--- config.mk ---
export PLATFORM = sky130hd
export DESIGN_NAME = btn_event_queue
export DESIGN_NICKNAME = d
export VERILOG_FILES = /design/src/rtl/calc_btn_pkg.sv /design/src/rtl/btn_fifo.sv /design/src/rtl/btn_event_queue.sv
export SDC_FILE = /design/constraint.sdc
export NUM_CORES = 1
export LEC_CHECK = 0
export ABC_AREA = 1
export BUFFER_PORTS_ARGS = -buffer_cell sky130_fd_sc_hd__buf_2
export CAP_MARGIN = 0
export CORE_MARGIN = 2
export CORE_UTILIZATION = 59
export CTS_BUF_LIST = sky130_fd_sc_hd__clkbuf_8 sky130_fd_sc_hd__clkbuf_16
export DETAILED_ROUTE_END_ITERATION = 12
export PLACE_DENSITY = 0.79
export SLEW_MARGIN = 20
export SYNTH_ARGS = -nofsm -noshare
export SYNTH_HDL_FRONTEND = slang
export SYNTH_HIERARCHICAL = 1
export SYNTH_SLANG_ARGS = --single-unit
--- constraint.sdc ---
create_clock -name i_clk -period 2.7 [get_ports i_clk]
set_input_delay 0 -clock i_clk [delete_from_list [all_inputs] [get_ports i_clk]]
set_output_delay 0 -clock i_clk [all_outputs]
set_load 0.02 [all_outputs]
--- src/rtl/calc_btn_pkg.sv ---
// Shared calculator keypad definitions: key count, code width helper and named key indices.
package calc_btn_pkg;

    localparam int NUM_BTN = 16;

    typedef logic [3:0] btn_code_t;

    localparam btn_code_t KEY_0   = 4'd0;
    localparam btn_code_t KEY_1   = 4'd1;
    localparam btn_code_t KEY_2   = 4'd2;
    localparam btn_code_t KEY_3   = 4'd3;
    localparam btn_code_t KEY_4   = 4'd4;
    localparam btn_code_t KEY_5   = 4'd5;
    localparam btn_code_t KEY_6   = 4'd6;
    localparam btn_code_t KEY_7   = 4'd7;
    localparam btn_code_t KEY_8   = 4'd8;
    localparam btn_code_t KEY_9   = 4'd9;
    localparam btn_code_t KEY_ADD = 4'd10;
    localparam btn_code_t KEY_SUB = 4'd11;
    localparam btn_code_t KEY_MUL = 4'd12;
    localparam btn_code_t KEY_DIV = 4'd13;
    localparam btn_code_t KEY_EQ  = 4'd14;
    localparam btn_code_t KEY_CLR = 4'd15;

    function automatic int code_w(input int width);
        return $clog2(width);
    endfunction

    function automatic int max_int(input int a, input int b);
        return (a > b) ? a : b;
    endfunction

endpackage

--- src/rtl/btn_fifo.sv ---
// Synchronous FIFO, head visible combinationally from registered storage; push lands after the edge.
// Push into a full FIFO is accepted only when a pop happens in the same cycle; pop on empty is ignored.
module btn_fifo #(
    parameter int WIDTH = 4,
    parameter int DEPTH = 4
) (
    input  logic             clk_i,
    input  logic             rst_n_i,
    input  logic             push_i,
    input  logic [WIDTH-1:0] data_i,
    input  logic             pop_i,
    output logic [WIDTH-1:0] data_o,
    output logic             full_o,
    output logic             empty_o
);

    localparam int AW = $clog2(DEPTH);

    logic [AW:0]      wr_q, wr_d;
    logic [AW:0]      rd_q, rd_d;
    logic [WIDTH-1:0] mem_q [DEPTH];
    logic             do_push;
    logic             do_pop;

    // Extra pointer MSB distinguishes full from empty when the index bits match.
    assign full_o  = (wr_q[AW] != rd_q[AW]) && (wr_q[AW-1:0] == rd_q[AW-1:0]);
    assign empty_o = (wr_q == rd_q);
    assign data_o  = mem_q[rd_q[AW-1:0]];

    always_comb begin
        do_pop  = pop_i & ~empty_o;
        do_push = push_i & (~full_o | do_pop);
        wr_d    = do_push ? wr_q + (AW+1)'(1) : wr_q;
        rd_d    = do_pop  ? rd_q + (AW+1)'(1) : rd_q;
    end

    always_ff @(posedge clk_i or negedge rst_n_i) begin
        if (!rst_n_i) begin
            wr_q <= '0;
            rd_q <= '0;
            for (int i = 0; i < DEPTH; i++) begin
                mem_q[i] <= '0;
            end
        end else begin
            wr_q <= wr_d;
            rd_q <= rd_d;
            if (do_push) begin
                mem_q[wr_q[AW-1:0]] <= data_i;
            end
        end
    end

endmodule

--- src/rtl/btn_event_queue.sv ---
// Button levels -> key-press event stream; a rise sampled at an edge is at the FIFO head after that edge.
// Presses wait in a pending mask while the FIFO is full; BTN_REPEAT_EN adds auto-repeat of the lowest held key.
module btn_event_queue
    import calc_btn_pkg::*;
#(
    parameter int  WIDTH        = NUM_BTN,
    parameter int  DEPTH        = 4,
    parameter int  REPEAT_DELAY = 50_000_000,
    parameter int  REPEAT_RATE  = 10_000_000,
    localparam int CODE_W       = code_w(WIDTH)
) (
    input  logic              i_clk,
    input  logic              i_rst_n,
    input  logic [WIDTH-1:0]  i_btn,
    output logic              o_valid,
    output logic [CODE_W-1:0] o_code,
    input  logic              i_ready,
    output logic              o_drop,
    output logic              o_any
);

    logic [WIDTH-1:0]  prev_q;
    logic [WIDTH-1:0]  pending_q, pending_d;
    logic [WIDTH-1:0]  rise;
    logic [WIDTH-1:0]  cand;
    logic [WIDTH-1:0]  sel_mask;
    logic [WIDTH-1:0]  inject;
    logic [CODE_W-1:0] sel_idx;
    logic              drop_q, drop_d;
    logic              any_q;
    logic              fifo_full;
    logic              fifo_empty;
    logic              pop;
    logic              push;

    always_comb begin
        rise     = i_btn & ~prev_q;
        cand     = pending_q | rise;
        sel_mask = cand & (~cand + WIDTH'(1));
        sel_idx  = '0;
        for (int i = WIDTH - 1; i >= 0; i--) begin
            if (cand[i]) begin
                sel_idx = CODE_W'(i);
            end
        end
        pop       = ~fifo_empty & i_ready;
        push      = (|cand) & (~fifo_full | pop);
        pending_d = push ? (cand & ~sel_mask) : cand;
        // Repeat injections merge into pending silently; only real rises count as drops.
        pending_d = pending_d | inject;
        drop_d    = |(rise & pending_q);
    end

`ifdef BTN_REPEAT_EN
    localparam int CNT_W = code_w(max_int(max_int(REPEAT_DELAY, REPEAT_RATE), 2));
    localparam logic [CNT_W-1:0] DELAY_LD = CNT_W'(REPEAT_DELAY - 1);
    localparam logic [CNT_W-1:0] RATE_LD  = CNT_W'(REPEAT_RATE - 1);

    logic [CNT_W-1:0] cnt_q, cnt_d;
    logic [WIDTH-1:0] held_low;

    always_comb begin
        held_low = i_btn & (~i_btn + WIDTH'(1));
        cnt_d    = cnt_q;
        inject   = '0;
        if (i_btn != prev_q) begin
            cnt_d = DELAY_LD;
        end else if (|i_btn) begin
            if (cnt_q == '0) begin
                inject = held_low;
                cnt_d  = RATE_LD;
            end else begin
                cnt_d = cnt_q - CNT_W'(1);
            end
        end
    end

    always_ff @(posedge i_clk or negedge i_rst_n) begin
        if (!i_rst_n) begin
            cnt_q <= '0;
        end else begin
            cnt_q <= cnt_d;
        end
    end
`else
    assign inject = '0;

    // Repeat timing has no meaning without auto-repeat; referenced only so it is not left dangling.
    if (REPEAT_DELAY < 1 || REPEAT_RATE < 1) begin : g_repeat_cfg_unused
    end
`endif

    always_ff @(posedge i_clk or negedge i_rst_n) begin
        if (!i_rst_n) begin
            prev_q    <= '0;
            pending_q <= '0;
            drop_q    <= 1'b0;
            any_q     <= 1'b0;
        end else begin
            prev_q    <= i_btn;
            pending_q <= pending_d;
            drop_q    <= drop_d;
            any_q     <= |i_btn;
        end
    end

    btn_fifo #(
        .WIDTH (CODE_W),
        .DEPTH (DEPTH)
    ) u_fifo (
        .clk_i   (i_clk),
        .rst_n_i (i_rst_n),
        .push_i  (push),
        .data_i  (sel_idx),
        .pop_i   (pop),
        .data_o  (o_code),
        .full_o  (fifo_full),
        .empty_o (fifo_empty)
    );

    assign o_valid = ~fifo_empty;
    assign o_drop  = drop_q;
    assign o_any   = any_q;

endmodule

==> results.yml <==
run_status:
  status: "finished, final reports clean"
sta:
  slew_headroom_pct: 61.4
  clock.fmax_mhz: 448
  fin_crit_sh_pct: 82.6
  slew_viol_final: 0
  fin_setup_tns_ns: 0
  hold_viol_final: 0
  period_needed_ns: 2.23
  fin_worst_skew_ns: 0.00827
  finalSetupViolations: 0
  worstMarginPinSlew_ns: 0.578
  grt_setup_unrepaired: "false"
floorplan:
  dieArea_mm2: 0.00536
  num_rows: 25
  die_w_um: 73.2
  initial_utilization_pct: 60.7
  die_y_um: 73.2
  io_pins: 26
  core_mm2: 0.00466
global_routing:
  met2_usage_pct: 42.0
  grt_max_degree: 32
  gr-total-overflow: 0
  grt_pass1_wl_mm: 9.33
  met3_usage_pct: 4.56
  grtUsageMet1_pct: 25.5
  busiest_layer: "met2"
  track_usage_pct: 22.6
  antenna_found_initial: 0
  grt_pass1_vias: 2277
yosys:
  ys_async_sr_fraction_pct: 100
  synth_compound_area_share_pct: 10.4
  synthMuxAreaShare_pct: 0
  syn_area_mm2: 0.00283
  ys_warn_count: 6
  syn_area_per_cell_um2: 8.44
  syn_inst: 335
  yosysSeqAreaShare_pct: 49.6
  synth_edf_count: 0
  yosys-top-cells-area: "dfrtp_1 50%, nand2_1 11%, inv_1 6.0%"
  synth_top_family_by_area: "simple AND/OR/NAND/NOR gates"
  synthSimpleGateAreaFrac_pct: 28.7
  yosysTopAreaCell: "dfrtp_1"
  synth-main-ff-cell: "dfrtp_1"
  yosysTopAreaCellShare_pct: 49.6
  synth_xor_area_share_pct: 0.885
  syn_nets: 359
  ys_ff_latch: 56
  yosysUniqueCellTypes: 38
  synth-adder-area-share_pct: 2.21
worst_setup_path:
  criticalPathCategory: "flop to flop"
  cp.arrival_ns: 2.42
  setup.worst_path.start_class: "flop"
  cp-end-kind: "flop"
  path_max_fanout: 24
  required_ns: 2.89
pwr:
  peakVddDrop_mv: 0.681
  power.density_mw_per_mm2: 863
  leakage_nw: 1.68
hold_path:
  hold_class: "primary input to flop"
finish:
  drive_above_1_share_pct: 17.0
  fin_nets: 405
  finalNonFillerCells: 436
  area_growth_pct: 16.6
  final_cell_mix: "83 x nand2_1, 56 x dfrtp_1, 45 x inv_1"
  diodes: 0
  final_common_cell: "nand2_1"
clock_network:
  cts_buffer_depth: 2
  insertion_delay_ns: 0.30
  htree_levels: 2
  cts_root_buf: "clkbuf_8"
  path_clk_slew_ns: 0.10
  post-cts-setup-buffers: 0
  cts_tree: "yes"
  clkSinkCount: 56
  numCtsBuffers: 5
drt:
  first_pass_iters: 4
  finalWirelength_mm: 5.57
  wl_per_cell_um: 12.8
  drc_errors: 0
  dr_total_vias: 2274
  antenna_left: 0
  dr.first_iter.drc_count: 122
  via_per_inst: 5.22
place:
  hpwl_mm: 4.09
  gp_congestion: 0.875
  placed_cells: 411
  numPortBuffers: 25
flow_run:
  max_cap_viol_count: 0
-- cells by family (layout without fill, tap and decap cells) --
family          count (synthesis)  in the layout
flops                          56             56
fa+ha+maj                       5              5
buf+inv                        58            105
compound gates                 44             44
simple gates                  170            170
xor+xnor                        2              2
-- flip-flops by register name (all words and copies together), names as in the netlist --
signal	count
u_fifo/rd_q	3
u_fifo/wr_q	3
u_fifo/mem_q	16
o_any	1
prev_q	16
pending_q	16
o_drop	1
-- where the power goes --
group / switching, W / internal [W]
Sequential: 0.000149 / 0.00101
Combinational: 0.000712 / 0.000394
Clock: 0.000253 / 0.000327
Total: 0.00112 / 0.00173
-- Yosys cell counts (2+ instances only) --
master and n:
inv_2 8, nand3_2 2, nor2_1 31, o22ai_1 4
a21oi_2 2, dfrtp_1 56, nand2_2 3, o21bai_2 3
buf_6 2, nor4_1 5, o21ai_0 10, nor2_4 4
clkbuf_1 2, a31oi_1 2, nand2_1 83, a21oi_1 12
nor3_1 3, o21bai_1 2, nand4_1 20, nand3_1 13
inv_1 45, o21ai_1 3, ha_1 5
-- layer usage --
metal / vias to the layer above / routed length [µm]
met5: - / 0
met4: 0 / 82
met3: 8 / 207
met2: 37 / 2830
met1: 1050 / 2440
li1: 1179 / -
-- through the flow --
| step | hold slack [ns] | worst slack, ns | utilization, % | power [W] | cell area [µm²] |
|---|---|---|---|---|---|
| after global routing | 0.117 | 0.263 | 70.7 | 0.00307 | 3300 |
| final | 0.0983 | 0.470 | 70.7 | 0.00284 | 3300 |
| after floorplan | -0.296 | 0.787 | - | 0.00199 | 2830 |
| after global placement | 0.0177 | 0.569 | 64.4 | 0.00222 | 3000 |
| after CTS | 0.0955 | 0.476 | 70.7 | 0.00286 | 3300 |
| after detailed placement | 0.0238 | 0.489 | 64.4 | 0.00226 | 3000 |
-- worst max-delay path: stages, from the launching register on --
cell     delay (ns)
dfrtp_1        0.53
xnor2_2        0.22
nand4_1        0.16
inv_1          0.08
o21ai_0        0.16
inv_1          0.10
a21oi_4        0.21
buf_4          0.30
nand3_1        0.20
nand2_1        0.10
nand2_1        0.05
-- area by class of cell --
cell class / instances / area, µm²
Timing Repair Buffer: 44 / 310
Clock inverter: 1 / 30.0
Fill cell: 373 / 1360
Clock buffer: 7 / 96.3
Sequential cell: 56 / 1400
Multi-Input combinational cell: 221 / 1190
Inverter: 53 / 199
Tap cell: 54 / 67.6
-- worst paths after layout --
check	start	endpoint	slack [ns]	cells after the start
worst max-delay path	u_fifo/rd_q[0]	u_fifo/mem_q[3]	0.47	10
worst min register to register	u_fifo/mem_q[6]	u_fifo/mem_q[6]	0.48	2
min in group asynchronous	i_rst_n	prev_q[4]	0.23	2
worst min-delay path	i_ready	u_fifo/rd_q[1]	0.1	5
worst max register to register	u_fifo/rd_q[0]	u_fifo/mem_q[3]	0.47	10
max in group asynchronous	i_rst_n	pending_q[15]	1.67	3
-- timing repair --
item | in CTS | in global routing
endpoints found under the hold margin | 42 | 0
resized for setup | 0 | 0
hold buffers | 17 | 0
No activity file was read; power rests on OpenSTA's default activity.
